File: src/rtl/de_stage.sv
`default_nettype none
// +--------------------------------------------------------------------------+
// | de_stage : decode/issue stage with register scoreboard and fetch stall   |
// | Revision : 1.0                                                           |
// +--------------------------------------------------------------------------+
module de_stage #(
    parameter int XLEN = 32,
    parameter int NREG = 32
) (
    input  logic            clk,
    input  logic            rst,
    input  logic [XLEN-1:0] fe_pc,
    input  logic [31:0]     fe_isn,
    output logic [1:0]      ctr,
    input  logic            ex_ready,
    input  logic            wb_valid,
    input  logic [4:0]      wb_rd,
    output logic            iss_valid,
    output logic [XLEN-1:0] iss_pc,
    output logic [5:0]      iss_op,
    output logic [4:0]      iss_rs,
    output logic [4:0]      iss_rt,
    output logic [4:0]      iss_dst,
    output logic            iss_wen,
    output logic [XLEN-1:0] iss_imm,
    output logic            iss_illegal,
    output logic [31:0]     stall_cnt
);

    localparam logic [1:0] c_CTR_RUN    = 2'b00;
    localparam logic [1:0] c_CTR_STALL  = 2'b10;
    localparam logic [5:0] c_OP_RTYPE   = 6'h00;
    localparam logic [5:0] c_OP_J       = 6'h02;
    localparam logic [5:0] c_OP_BEQ     = 6'h04;
    localparam logic [5:0] c_OP_BNE     = 6'h05;
    localparam logic [5:0] c_OP_IMM_LO  = 6'h08;
    localparam logic [5:0] c_OP_IMM_HI  = 6'h0F;
    localparam logic [5:0] c_OP_LW      = 6'h23;
    localparam logic [5:0] c_OP_SW      = 6'h2B;

    logic            warm_q, warm_d;
    logic            d_valid_q, d_valid_d;
    logic [XLEN-1:0] d_pc_q, d_pc_d;
    logic [31:0]     d_isn_q, d_isn_d;
    logic [NREG-1:0] busy_q, busy_d;
    logic            iss_valid_q, iss_valid_d;
    logic [XLEN-1:0] iss_pc_q, iss_pc_d;
    logic [5:0]      iss_op_q, iss_op_d;
    logic [4:0]      iss_rs_q, iss_rs_d;
    logic [4:0]      iss_rt_q, iss_rt_d;
    logic [4:0]      iss_dst_q, iss_dst_d;
    logic            iss_wen_q, iss_wen_d;
    logic [XLEN-1:0] iss_imm_q, iss_imm_d;
    logic            iss_illegal_q, iss_illegal_d;
    logic [31:0]     stall_cnt_q, stall_cnt_d;

    logic [5:0]      w_op;
    logic [4:0]      w_rs;
    logic [4:0]      w_rt;
    logic [4:0]      w_dst;
    logic            w_rd_rs;
    logic            w_rd_rt;
    logic            w_writes;
    logic            w_wen;
    logic            w_illegal;
    logic [XLEN-1:0] w_imm;
    logic            w_hazard;
    logic            w_issue;
    logic            w_stall;

    // Field decode of the held instruction.
    always_comb begin
        w_op      = d_isn_q[31:26];
        w_rs      = d_isn_q[25:21];
        w_rt      = d_isn_q[20:16];
        w_imm     = {{(XLEN-16){d_isn_q[15]}}, d_isn_q[15:0]};
        w_dst     = 5'd0;
        w_rd_rs   = 1'b0;
        w_rd_rt   = 1'b0;
        w_writes  = 1'b0;
        w_illegal = 1'b0;
        case (w_op) inside
            c_OP_RTYPE: begin
                w_rd_rs  = 1'b1;
                w_rd_rt  = 1'b1;
                w_writes = 1'b1;
                w_dst    = d_isn_q[15:11];
            end
            [c_OP_IMM_LO:c_OP_IMM_HI], c_OP_LW: begin
                w_rd_rs  = 1'b1;
                w_writes = 1'b1;
                w_dst    = w_rt;
            end
            c_OP_SW, c_OP_BEQ, c_OP_BNE: begin
                w_rd_rs = 1'b1;
                w_rd_rt = 1'b1;
            end
            c_OP_J: begin
                w_dst = 5'd0;
            end
            default: begin
                w_illegal = 1'b1;
            end
        endcase
        w_wen = w_writes && (w_dst != 5'd0);
    end

    always_comb begin
        w_hazard = d_valid_q && ((w_rd_rs && busy_q[w_rs]) ||
                                 (w_rd_rt && busy_q[w_rt]) ||
                                 (w_wen   && busy_q[w_dst]));
        w_issue  = d_valid_q && !w_hazard && (ex_ready || !iss_valid_q);
        w_stall  = d_valid_q && !w_issue;
        ctr      = w_stall ? c_CTR_STALL : c_CTR_RUN;
    end

    // Scoreboard: writeback clears first so a same-cycle issue set wins.
    always_comb begin
        busy_d = busy_q;
        if (wb_valid) begin
            busy_d[wb_rd] = 1'b0;
        end
        if (w_issue && w_wen) begin
            busy_d[w_dst] = 1'b1;
        end
        busy_d[0] = 1'b0;
    end

    always_comb begin
        warm_d        = 1'b1;
        d_valid_d     = d_valid_q;
        d_pc_d        = d_pc_q;
        d_isn_d       = d_isn_q;
        iss_valid_d   = iss_valid_q;
        iss_pc_d      = iss_pc_q;
        iss_op_d      = iss_op_q;
        iss_rs_d      = iss_rs_q;
        iss_rt_d      = iss_rt_q;
        iss_dst_d     = iss_dst_q;
        iss_wen_d     = iss_wen_q;
        iss_imm_d     = iss_imm_q;
        iss_illegal_d = iss_illegal_q;
        stall_cnt_d   = stall_cnt_q + {31'd0, w_stall};
        if (!w_stall) begin
            d_valid_d = warm_q;
            d_pc_d    = fe_pc;
            d_isn_d   = fe_isn;
        end
        if (w_issue) begin
            iss_valid_d   = 1'b1;
            iss_pc_d      = d_pc_q;
            iss_op_d      = w_op;
            iss_rs_d      = w_rs;
            iss_rt_d      = w_rt;
            iss_dst_d     = w_dst;
            iss_wen_d     = w_wen;
            iss_imm_d     = w_imm;
            iss_illegal_d = w_illegal;
        end else if (ex_ready) begin
            iss_valid_d = 1'b0;
        end
    end

    always_ff @(posedge clk) begin
        if (rst) begin
            warm_q        <= 1'b0;
            d_valid_q     <= 1'b0;
            d_pc_q        <= '0;
            d_isn_q       <= '0;
            busy_q        <= '0;
            iss_valid_q   <= 1'b0;
            iss_pc_q      <= '0;
            iss_op_q      <= '0;
            iss_rs_q      <= '0;
            iss_rt_q      <= '0;
            iss_dst_q     <= '0;
            iss_wen_q     <= 1'b0;
            iss_imm_q     <= '0;
            iss_illegal_q <= 1'b0;
            stall_cnt_q   <= '0;
        end else begin
            warm_q        <= warm_d;
            d_valid_q     <= d_valid_d;
            d_pc_q        <= d_pc_d;
            d_isn_q       <= d_isn_d;
            busy_q        <= busy_d;
            iss_valid_q   <= iss_valid_d;
            iss_pc_q      <= iss_pc_d;
            iss_op_q      <= iss_op_d;
            iss_rs_q      <= iss_rs_d;
            iss_rt_q      <= iss_rt_d;
            iss_dst_q     <= iss_dst_d;
            iss_wen_q     <= iss_wen_d;
            iss_imm_q     <= iss_imm_d;
            iss_illegal_q <= iss_illegal_d;
            stall_cnt_q   <= stall_cnt_d;
        end
    end

    assign iss_valid   = iss_valid_q;
    assign iss_pc      = iss_pc_q;
    assign iss_op      = iss_op_q;
    assign iss_rs      = iss_rs_q;
    assign iss_rt      = iss_rt_q;
    assign iss_dst     = iss_dst_q;
    assign iss_wen     = iss_wen_q;
    assign iss_imm     = iss_imm_q;
    assign iss_illegal = iss_illegal_q;
    assign stall_cnt   = stall_cnt_q;

endmodule
`default_nettype wire

File: config.mk
export PLATFORM = sky130hd
export DESIGN_NAME = de_stage
export DESIGN_NICKNAME = d
export VERILOG_FILES = /design/src/rtl/de_stage.sv
export SDC_FILE = /design/constraint.sdc
export NUM_CORES = 1
export LEC_CHECK = 0
export BUFFER_PORTS_ARGS = -buffer_cell sky130_fd_sc_hd__buf_4
export CAP_MARGIN = 20
export CORE_UTILIZATION = 57
export DETAILED_ROUTE_END_ITERATION = 16
export PLACE_DENSITY_LB_ADDON = 0.3
export SLEW_MARGIN = 10
export SYNTH_ARGS = -nofsm -noshare
export SYNTH_HDL_FRONTEND = slang
export SYNTH_SLANG_ARGS = --single-unit
File: constraint.sdc
create_clock -name clk -period 7.3 [get_ports clk]
set_clock_uncertainty 0.05 [all_clocks]
set_input_delay 0.365 -clock clk [delete_from_list [all_inputs] [get_ports clk]]
set_output_delay 0.365 -clock clk [all_outputs]
set_load 0.1 [all_outputs]
==> reports/qor.csv, run 1 <==
stage,metric,value,unit
status,status,"finished, final reports clean",
finish,area_delta_synth_final,19.8,%
clock_network,cts_resized,0,
drt,finalWirelength,26.9,mm
clock_network,holdBufCountCts,0,
sta,slew_headroom,0.279,
critical_path,rr_endpoint,stall_cnt[31]$_SDFF_PP0_,
power_and_ir_drop,power,2.83,mW
sta,setup_tns,0,ns
global_route,grt_pass1_vias,8063,
clock_network,cts_setup_buffers,0,
power_and_ir_drop,leakagePower,4.34,nW
critical_path,r2r_cells,16,
critical_path,path_cells,nand4b_1 > nor3_2 > nor2_1 > mux2i_1 > a2111o_1 > or4_4 > a21boi_4 > ha_1 > nand2_1 > nor3_1 > nand2_1 > nor2_1 > nand3_1 > nor3_1 > xnor2_1 > nor2_1,
drt,wire_per_inst,18.6,µm
clock_network,cts_max_level,1,
floorplan,io_pins,195,
critical_path,critPathLaunchType,flop,
logic_synthesis,yosys_warnings,0,
sta,fmax,170,MHz
critical_path,r2r-start,d_isn_q[31]$_SDFFE_PP0P_,
logic_synthesis,syn_inst,1100,
critical_path,path_buf_inv,0,
critical_path,ff2ff_setup_slack,1.42,ns
drt,ant_nets,0,
logic_synthesis,seq_area_frac_synth,0.422,
critical_path,crit_top_cell,nor2_1,
floorplan,die-width,131,µm
sta,timing.final.crit_period,5.88,ns
finish,fin_nets,1291,
run,max-cap-violations,0,
finish,multiInputGateArea,0.00491,mm²
global_route,grt_max_degree,102,
critical_path,critPathKind,flop to flop,
clock_network,root_buffer,clkbuf_16,
critical_path,crit_arrival,6.18,ns
sta,slew_viol_final,0,
critical_path,worstSetupPathDepth,16,
floorplan,fp.dieArea,0.0173,mm²
logic_synthesis,synth.distinct_cells,73,
global_route,antenna_found_initial,0,
drt,drt-initial-drc-count,815,
drt,drt_first_pass_iters,5,
logic_synthesis,async_flop_share,0,
power_and_ir_drop,p_per_area,248,mW/mm²
finish,seq_area,0.00402,mm²
clock_network,numCtsBuffers,21,
logic_synthesis,syn_area,0.00954,mm²
critical_path,cp.required,7.60,ns
critical_path,endpoint,stall_cnt[31]$_SDFF_PP0_,
sta,setup_viol,0,
place,io_buffers,193,
logic_synthesis,syn_avg_cell_area,8.67,µm²
critical_path,slowest_delay,0.81,ns
critical_path,startpoint,d_isn_q[31]$_SDFFE_PP0P_,
critical_path,path_delay_family,simple AND/OR/NAND/NOR gates,
finish,nFillCells,1278,
logic_synthesis,syn_nets,1175,
floorplan,start_util,0.592,
critical_path,slowest_stage,or4_4,
logic_synthesis,ys_ff_latch,201,
floorplan,num_rows,46,
clock_network,cts_sinks,201,
power_and_ir_drop,vdd_drop_max,179,µV
min_path,hold_start,fe_pc[10],
floorplan,die_h,131,µm
logic_synthesis,synth_ff_type,dfxtp_1,
clock_network,clk_latency,0.49,ns
sta,worst_slew_pin_slew,1.08,ns
drt,post-route-drc-count,0,
sta,finalHoldViolations,0,
global_route,grt.total_usage,0.304,
clock_network,clk_path_buf_depth,3,
place,place_congestion,0.928,
sta,fin_crit_sh,0.806,
finish,num_antenna_cells,0,
logic_synthesis,synth-edff-count,0,
sta,rsz0062_at_grt,no,
critical_path,crit_path_max_fanout,74,
global_route,grt_pass1_wl,42.9,mm
clock_network,clkTransAtPathRegs,0.06,ns
drt,vias,8825,
global_route,gr-total-overflow,0,
floorplan,core_area,0.0161,mm²
min_path,hp-class,input pin to flop,
place,hpwl,18.1,mm
clock_network,cts_tree,built,
critical_path,endpoint_kind,flop,
drt,vias_per_cell,6.11,
finish,drive_gt1_frac,0.218,
[cells by family after synthesis]
family	after synthesis	share of synthesized area
mux	93	0.119
other cells	1	0.000393
buf+inv	127	0.0652
xor+xnor	24	0.0220
simple gates	390	0.198
flops	201	0.422
compound gates	262	0.172
fa+ha+maj	2	0.00262
[layout by cell type (no fill, tap or decap), types with 11 or more instances in the layout]
cell       synthesis  layout
a21oi_1           82      82
buf_4             21     201
clkbuf_16          0      21
dfxtp_1          201     201
inv_1             17      17
mux2i_1           76      76
mux4_2            16      16
nand2_1          165     165
nand3_1          103     103
nor2_1            38      38
o2111ai_1         11      11
o211ai_1          20      20
o21ai_0           84      84
o31ai_1           24      24
xor2_1            19      19
[worst reg2reg max path: cells and delay by family, from the launching register on]
kind	cells	cell delay, ns
mux	1	0.19
compound gates	2	0.77
flops	1	0.63
simple gates	11	3.72
xor+xnor	1	0.15
fa+ha+maj	1	0.22
[layout make-up]
cell class | instances | area share
Sequential cell | 201 | 0.352
Timing Repair Buffer | 202 | 0.133
Tap cell | 216 | 0.0237
Clock inverter | 9 | 0.00690
Inverter | 18 | 0.00613
Multi-Input combinational cell | 772 | 0.430
Clock buffer | 27 | 0.0480
[sequential cells by signal, summed over array words and instances (netlist names)]
register and flops:
iss_imm 16, iss_rs 5, d_pc_q 32, iss_valid 1
iss_wen 1, stall_cnt 32, iss_illegal 1, d_isn_q 32
busy_q 31, d_valid_q 1, warm_q 1, iss_pc 32
iss_dst 5, iss_rt 5, iss_op 6
[report_power, final]
group | switching (mW) | internal [mW] | total, mW
clock | 0.427 | 0.567 | 0.994
combinational | 0.458 | 0.163 | 0.621
sequential | 0.0593 | 1.15 | 1.21
total | 0.944 | 1.88 | 2.83
[metal layers]
layer | GRT usage | share of wire | vias up
met5 | 0 | 0 | -
met4 | 0.0975 | 0.021 | 0
met3 | 0.0486 | 0.074 | 38
met2 | 0.489 | 0.46 | 416
met1 | 0.417 | 0.44 | 4211
li1 | - | - | 4160
[per-stage QoR]
stage          setup slack, ns  cells  hold slack (ns)  utilization  area [µm²]
6_report                  1.42   1445           0.0658        0.709       11400
5_1_grt                  0.853   1445           0.0643        0.709       11400
4_1_cts                   1.50   1445           0.0544        0.709       11400
3_5_place_dp              1.56   1409            0.389        0.670       10800
3_3_place_gp              1.63   1408            0.372        0.669       10800
2_1_floorplan             2.58   1100            0.368            -        9540
[synth_stat cells (2+ instances only)]
library cell  number  area share
dfxtp_1          201        0.42
nand2_1          165       0.065
nand3_1          103       0.054
o21ai_0           84       0.044
a21oi_1           82       0.043
mux2i_1           76       0.080
clkbuf_1          57       0.022
nor2_1            38       0.015
o31ai_1           24       0.019
buf_4             21       0.017
o211ai_1          20       0.016
xor2_1            19       0.017
buf_2             17      0.0089
inv_1             17      0.0067
mux4_2            16       0.038
nand2b_1          11      0.0072
o2111ai_1         11       0.010
and3_1            10      0.0066
or3_1             10      0.0066
nand4_1            9      0.0059
buf_1              8      0.0031
o41ai_1            7      0.0064
buf_6              6      0.0071
nand3b_1           5      0.0039
nor3_1             5      0.0026
o21a_1             5      0.0039
xnor2_1            5      0.0046
nor3b_1            4      0.0031
a221oi_1           3      0.0028
a311oi_1           3      0.0028
nand4b_1           3      0.0028
nor2b_1            3      0.0020
nor4_1             3      0.0020
or4b_1             3      0.0031
a2bb2oi_1          2      0.0018
ha_1               2      0.0026
nor3_2             2      0.0021
o2111a_1           2      0.0024
o21ai_1            2      0.0010
or2_2              2      0.0013
or4_1              2      0.0016
[worst min-delay path by stage]
stage	end	slack [ns]	cells past startpoint
detailed placement	d_valid_q$_SDFFE_PP0P_	0.39	1
global route	d_pc_q[1]$_SDFFE_PP0P_	0.06	3
CTS	d_pc_q[10]$_SDFFE_PP0P_	0.05	3
global placement	d_valid_q$_SDFFE_PP0P_	0.37	1
finish	d_pc_q[10]$_SDFFE_PP0P_	0.07	3
floorplan	d_valid_q$_SDFFE_PP0P_	0.37	1
Power figures use the tool's default switching activity.
==> inputs of run 2 (changes only) <==
--- a/config.mk
+++ b/config.mk
@@ -7,7 +7,7 @@
 export LEC_CHECK = 0
 export BUFFER_PORTS_ARGS = -buffer_cell sky130_fd_sc_hd__buf_4
 export CAP_MARGIN = 20
-export CORE_UTILIZATION = 57
+export CORE_UTILIZATION = 50
 export DETAILED_ROUTE_END_ITERATION = 16
 export PLACE_DENSITY_LB_ADDON = 0.3
 export SLEW_MARGIN = 10
==> constraint.sdc (replaced) <==
create_clock -name clk -period 5.3 [get_ports clk]
set_clock_uncertainty 0.05 [all_clocks]
set_input_delay 0.265 -clock clk [delete_from_list [all_inputs] [get_ports clk]]
set_output_delay 0.265 -clock clk [all_outputs]
set_load 0.1 [all_outputs]
==> run 2 against run 1 <==
Compared with the run above: via count increased by 2.8%; cell area rose by 5.9%; fmax rose by 21%; wire length is 3.1% higher.
==> reports/qor.csv, run 2 (synthesis results as in run 1) <==
stage,metric,value,unit,change
finish,fin_util,0.647,,-0.0619
sta,fmax,206,MHz,+21%
sta,finalHoldViolations,0,,unchanged
floorplan,fp.dieArea,0.0196,mm²,+14%
critical_path,critPathLaunchType,flop,,
finish,final_cell_mix,"buf_4, dfxtp_1, nand2_1, nand3_1, o21ai_0",,
clock_network,cts_sinks,201,,unchanged
place,place_congestion,0.955,,+2.9%
floorplan,io_pins,195,,unchanged
power_and_ir_drop,leakagePower,4.63,nW,+6.7%
power_and_ir_drop,vdd_drop_max,208,µV,+16%
critical_path,r2r-start,d_isn_q[30]$_SDFFE_PP0P_,,
floorplan,start_util,0.510,,-0.0820
sta,setup_tns,0,ns,unchanged
drt,wire_per_inst,18.2,µm,-2.1%
clock_network,cts_max_level,1,,unchanged
drt,met2_length,12.5,mm,+0.85%
drt,drt-met1-wl,12.3,mm,+3.4%
global_route,grt.total_usage,0.277,,-0.0267
finish,drive_gt1_frac,0.216,,-0.00222
global_route,grt_max_degree,95,,-6.9%
drt,drt-initial-drc-count,734,,-9.9%
finish,area_delta_synth_final,26.9,%,
place,io_buffers,193,,unchanged
sta,rsz0062_at_grt,no,,
critical_path,slowest_stage,dfxtp_1,,
floorplan,die-width,140,µm,+6.7%
clock_network,clk_latency,0.49,ns,about the same
min_path,hp-class,input pin to flop,,
finish,fin_nets,1351,,+4.6%
clock_network,clk_path_buf_depth,3,,unchanged
sta,setup_viol,0,,unchanged
drt,vias_per_cell,5.96,,-2.4%
critical_path,path_cells,nand2b_1 > nor3_4 > buf_4 > or2_2 > o2111a_1 > a2111o_1 > or4_4 > a21boi_4 > ha_1 > nand2_1 > nor3_2 > nand2_1 > nor2_1 > nand3_1 > nor3_1 > xnor2_1 > nor2_1,,
run,max-cap-violations,0,,unchanged
place,hpwl,17.7,mm,-2.1%
global_route,grt_pass1_vias,8488,,+5.3%
sta,worst_slew_pin_slew,1.01,ns,-0.0759 ns
sta,fin_crit_sh,0.914,,+0.109
floorplan,num_rows,50,,+8.7%
critical_path,critPathKind,flop to flop,,
drt,drt_first_pass_iters,5,,unchanged
finish,num_antenna_cells,0,,unchanged
global_route,gr-total-overflow,0,,unchanged
clock_network,numCtsBuffers,21,,unchanged
critical_path,crit_arrival,5.13,ns,-1.05 ns
critical_path,r2r_cells,17,,+1
min_path,worstHoldEndpoint,d_isn_q[18]$_SDFFE_PP0P_,,
clock_network,cts_tree,built,,
power_and_ir_drop,p_per_area,334,mW/mm²,+35%
min_path,hold_path_depth,3,,unchanged
floorplan,die_h,140,µm,+6.7%
floorplan,core_area,0.0187,mm²,+16%
sta,slew_viol_final,0,,unchanged
status,status,"finished, final reports clean",,
drt,dr.max_layer_used,met4,,
finish,mostFrequentLayoutCell,buf_4,,
global_route,antenna_found_initial,0,,unchanged
critical_path,slowest_delay,0.61,ns,-0.20 ns
clock_network,root_buffer,clkbuf_16,,
critical_path,cp.required,5.59,ns,-2.01 ns
drt,post-route-drc-count,0,,unchanged
drt,finalWirelength,27.7,mm,+3.1%
critical_path,crit_path_max_fanout,13,,-82%
drt,routed-wl-met3,1.89,mm,-4.7%
min_path,hold_start,fe_isn[18],,
global_route,grt_pass1_wl,44.3,mm,+3.3%
critical_path,rr_endpoint,stall_cnt[31]$_SDFF_PP0_,,
critical_path,endpoint_kind,flop,,
drt,ant_nets,0,,unchanged
sta,slew_headroom,0.329,,+0.0506
drt,vias,9074,,+2.8%
finish,nFillCells,1561,,+22%
critical_path,ff2ff_setup_slack,0.45,ns,-0.96 ns
sta,timing.final.crit_period,4.85,ns,-1.04 ns
clock_network,clkTransAtPathRegs,0.06,ns,about the same
-- run 2: cell types whose count changed in the layout (fill, tap and decap cells not counted), moves of 2 or more --
cell / change
dlygate4sd3_1: +52
clkbuf_8: +5
clkinv_2: -3
clkbuf_1: -2
buf_4: +9
-- run 2: worst max-delay path by stage --
stage / start / endpoint / slack, ns / depth (start not counted)
3_3_place_gp: d_isn_q[31]$_SDFFE_PP0P_ / stall_cnt[31]$_SDFF_PP0_ / 0.30 / 16
2_1_floorplan: d_isn_q[28]$_SDFFE_PP0P_ / stall_cnt[31]$_SDFF_PP0_ / 0.58 / 19
3_5_place_dp: d_isn_q[31]$_SDFFE_PP0P_ / stall_cnt[31]$_SDFF_PP0_ / 0.19 / 16
6_report: d_isn_q[30]$_SDFFE_PP0P_ / stall_cnt[31]$_SDFF_PP0_ / 0.45 / 17
5_1_grt: d_isn_q[31]$_SDFFE_PP0P_ / stall_cnt[31]$_SDFF_PP0_ / 0.05 / 16
4_1_cts: d_isn_q[31]$_SDFFE_PP0P_ / stall_cnt[31]$_SDFF_PP0_ / 0.15 / 16
-- run 2: area by class of cell --
type	count	area [µm²]	share of cell area
Multi-Input combinational cell	772	4930	0.407
Inverter	18	70.1	0.00579
Sequential cell	201	4020	0.333
Timing Repair Buffer	262	2100	0.173
Clock inverter	5	77.6	0.00641
Tap cell	234	293	0.0242
Clock buffer	30	609	0.0504
-- run 2: per-stage QoR --
| stage | instance area [µm²] | instances | hold slack [ns] | setup slack [ns] | total power [mW] |
|---|---|---|---|---|---|
| floorplan | 9540 | 1100 | 0.354 | 0.583 | 2.34 |
| global placement | 10900 | 1433 | 0.373 | 0.304 | 2.54 |
| detailed placement | 10900 | 1433 | 0.401 | 0.188 | 2.55 |
| CTS | 12100 | 1520 | 0.00154 | 0.153 | 4.05 |
| global route | 12100 | 1522 | 0.00950 | 0.0548 | 4.18 |
| finish | 12100 | 1522 | 0.00462 | 0.454 | 4.04 |
-- run 2: worst max-delay path: cells and delay by family, from the launching register on --
family	cells	cell delay, ns
AND/OR/NAND/NOR	11	2.55
adder cells (fa/ha/maj)	1	0.25
AO/OA/AOI/OAI	3	0.88
flip-flops	1	0.61
XOR/XNOR	1	0.15
buffers and inverters	1	0.19
-- run 2: report_power, final --
group / switching (mW) / leakage (nW) / internal (mW)
registers: 0.0696 / 1.64 / 1.59
logic: 0.654 / 2.66 / 0.251
clock network: 0.585 / 0.336 / 0.892
total: 1.31 / 4.63 / 2.73
-- run 2: per-layer routing --
layer,up-vias,global-route usage
met5,-,0
met4,0,0.101
met3,68,0.0424
met2,386,0.440
met1,4333,0.382
li1,4287,-
-- run 2: what timing repair did --
action                     CTS  global route
setup endpoints to repair    0             9
hold endpoints to repair    52             0
hold buffers                52             0
gates resized for setup      0             3
buffers inserted             0             2
==> inputs of run 3 (changes only) <==
==> constraint.sdc (replaced) <==
create_clock -name clk -period 5.3 [get_ports clk]
set_clock_uncertainty 0.05 [all_clocks]
set_input_delay 1.325 -clock clk [delete_from_list [all_inputs] [get_ports clk]]
set_output_delay 1.325 -clock clk [all_outputs]
set_load 0.1 [all_outputs]
==> run 3 against run 2 <==
Compared with the run above: cell count down 2.8%; via count down 2.6%; largest cell class unchanged; largest power group unchanged; critical path depth down 7; critical path type is now flop to output pin.
==> reports/qor.csv, run 3 (synthesis results as in run 1) <==
stage,metric,value,unit,change
status,status,"finished, final reports clean",,
sta,timing.final.crit_period,5.15,ns,+0.308 ns
critical_path,path_delay_family,simple AND/OR/NAND/NOR gates,,
power_and_ir_drop,p_sw,1.35,mW,+3.0%
global_route,grt_pass1_wl,43.4,mm,-2.1%
place,io_buffers,193,,unchanged
min_path,hold_path_depth,2,,-1
drt,ant_nets,0,,unchanged
critical_path,endpoint_kind,output pin,,
drt,wire_per_inst,18.2,µm,about the same
sta,slew_viol_final,0,,unchanged
clock_network,clk_latency,0.51,ns,+0.02 ns
place,place_congestion,0.893,,-6.5%
run,max-cap-violations,0,,unchanged
critical_path,critPathLaunchType,flop,,
floorplan,start_util,0.510,,unchanged
finish,fin_nets,1306,,-3.3%
power_and_ir_drop,clkPwrFrac,0.369,,+0.003
place,hpwl,18.1,mm,+2.4%
clock_network,cts_tree,built,,
sta,setup_viol,0,,unchanged
finish,final_cell_mix,"buf_4, dfxtp_1, nand2_1, nand3_1, o21ai_0",,
sta,fin_ws,0.146,ns,-0.308 ns
power_and_ir_drop,swShare,0.335,,+0.0108
clock_network,holdBufCountCts,0,,-100%
place,place_ws,0.337,ns,+0.149 ns
critical_path,crit_path_max_fanout,13,,unchanged
critical_path,rr_endpoint,stall_cnt[31]$_SDFF_PP0_,,
global_route,grt_pass1_vias,8154,,-3.9%
power_and_ir_drop,p_per_area,345,mW/mm²,+3.3%
critical_path,r2r_cells,17,,unchanged
place,post_dp_cell_area,0.0109,mm²,+0.35%
floorplan,die_h,140,µm,unchanged
drt,vias_per_cell,5.97,,+0.19%
sta,rsz0062_at_grt,no,,
finish,drive_gt1_frac,0.236,,+0.0201
critical_path,r2r-start,d_isn_q[30]$_SDFFE_PP0P_,,
sta,fin_crit_sh,0.973,,+0.0581
finish,area_delta_synth_final,22.5,%,
sta,finalHoldViolations,0,,unchanged
global_route,grt.total_usage,0.272,,-0.00505
global_route,antenna_found_initial,0,,unchanged
clock_network,numCtsBuffers,22,,+4.8%
floorplan,fp.dieArea,0.0196,mm²,unchanged
drt,finalWirelength,26.9,mm,-2.8%
critical_path,critPathKind,flop to output pin,,
finish,nFillCells,1620,,+3.8%
min_path,hp-class,flop to flop,,
floorplan,num_rows,50,,unchanged
sta,fmax,194,MHz,-6.0%
min_path,hold_start,d_isn_q[2]$_SDFFE_PP0P_,,
power_and_ir_drop,vdd_drop_max,230,µV,+11%
clock_network,cts_max_level,1,,unchanged
critical_path,slowest_stage,dfxtp_1,,
clock_network,clkTransAtPathRegs,0.06,ns,about the same
power_and_ir_drop,power,4.03,mW,-0.28%
critical_path,cp.required,3.92,ns,-1.67 ns
finish,seq_area,0.00403,mm²,about the same
min_path,worstHoldEndpoint,iss_imm[2]$_SDFFE_PP0P_,,
drt,post-route-drc-count,0,,unchanged
drt,drt_first_pass_iters,7,,+2
sta,setup_tns,0,ns,unchanged
clock_network,cts_sinks,201,,unchanged
drt,vias,8840,,-2.6%
clock_network,clk_path_buf_depth,3,,unchanged
finish,mostFrequentLayoutCell,buf_4,,
clock_network,root_buffer,clkbuf_16,,
drt,drt-initial-drc-count,781,,+6.4%
critical_path,crit_arrival,3.78,ns,-1.35 ns
critical_path,slowest_delay,0.47,ns,-0.14 ns
power_and_ir_drop,intPower,2.68,mW,-1.9%
floorplan,core_area,0.0187,mm²,unchanged
finish,multiInputGateArea,0.00495,mm²,+0.43%
finish,fin_area,0.0117,mm²,-3.4%
sta,worst_slew_pin_slew,0.964,ns,-0.0424 ns
power_and_ir_drop,pwr-share-seq,0.412,,+0.002
finish,num_antenna_cells,0,,unchanged
floorplan,die-width,140,µm,unchanged
critical_path,path_cells,nand2b_1 > nor3_4 > buf_12 > or2_2 > o2111a_1 > a2111o_1 > or4_4 > a21boi_4 > buf_4 > buf_6,,
global_route,grt_max_degree,83,,-13%
critical_path,path_buf_inv,3,,+2
power_and_ir_drop,p_comb_frac,0.219,,-0.005
global_route,gr-total-overflow,0,,unchanged
power_and_ir_drop,leakagePower,4.47,nW,-3.5%
sta,slew_headroom,0.358,,+0.0283
critical_path,ff2ff_setup_slack,0.56,ns,+0.11 ns
floorplan,io_pins,195,,unchanged
## run 3: power groups by stage
stage,Clock (mW),Sequential (mW),Combinational (mW)
2_1_floorplan,0,1.89,0.456
3_3_place_gp,0,1.69,0.862
3_5_place_dp,0,1.69,0.869
4_1_cts,1.51,1.66,0.876
5_1_grt,1.58,1.67,0.932
6_report,1.49,1.66,0.883
## run 3: what timing repair did
| item | in CTS | in global routing |
|---|---|---|
| setup buffers | 0 | 3 |
| resized for setup | 3 | 5 |
| pin swaps | 0 | 3 |
| setup endpoints to repair | 1 | 1 |
## run 3: area by class of cell
cell class | count | share of cell area
Clock inverter | 13 | 0.00974
Tap cell | 234 | 0.0251
Multi-Input combinational cell | 772 | 0.424
Sequential cell | 201 | 0.344
Timing Repair Buffer | 216 | 0.140
Inverter | 18 | 0.00600
Clock buffer | 26 | 0.0510
## run 3: per-layer routing
metal	up-vias	GRT usage	share of wire
met1	4225	0.377	0.44
met4	0	0.0769	0.021
met3	47	0.0465	0.078
li1	4192	-	-
met5	-	0	0
met2	376	0.437	0.46
## run 3: how the worst max path moves through the flow
stage,start,end,slack (ns),cells past startpoint
2_1_floorplan,d_isn_q[28]$_SDFFE_PP0P_,stall_cnt[31]$_SDFF_PP0_,0.58,19
3_3_place_gp,d_isn_q[28]$_SDFFE_PP0P_,stall_cnt[31]$_SDFF_PP0_,0.46,17
3_5_place_dp,d_isn_q[26]$_SDFFE_PP0P_,stall_cnt[31]$_SDFF_PP0_,0.34,17
4_1_cts,d_isn_q[28]$_SDFFE_PP0P_,ctr[1],0.001,9
5_1_grt,d_isn_q[26]$_SDFFE_PP0P_,ctr[1],0.005,9
6_report,d_isn_q[30]$_SDFFE_PP0P_,ctr[1],0.15,10
## run 3: per-stage QoR
step	hold WS (ns)	cells	utilization
after floorplan	0.368	1100	-
after detailed placement	0.392	1438	0.583
after global routing	0.416	1480	0.625
after global placement	0.374	1438	0.583
after CTS	0.399	1477	0.622
final	0.408	1480	0.625
## run 3: worst min-delay path, stage by stage, from the launching register on
cell	delay, ns
dfxtp_1	0.31
nand3_1	0.06
a21oi_1	0.05
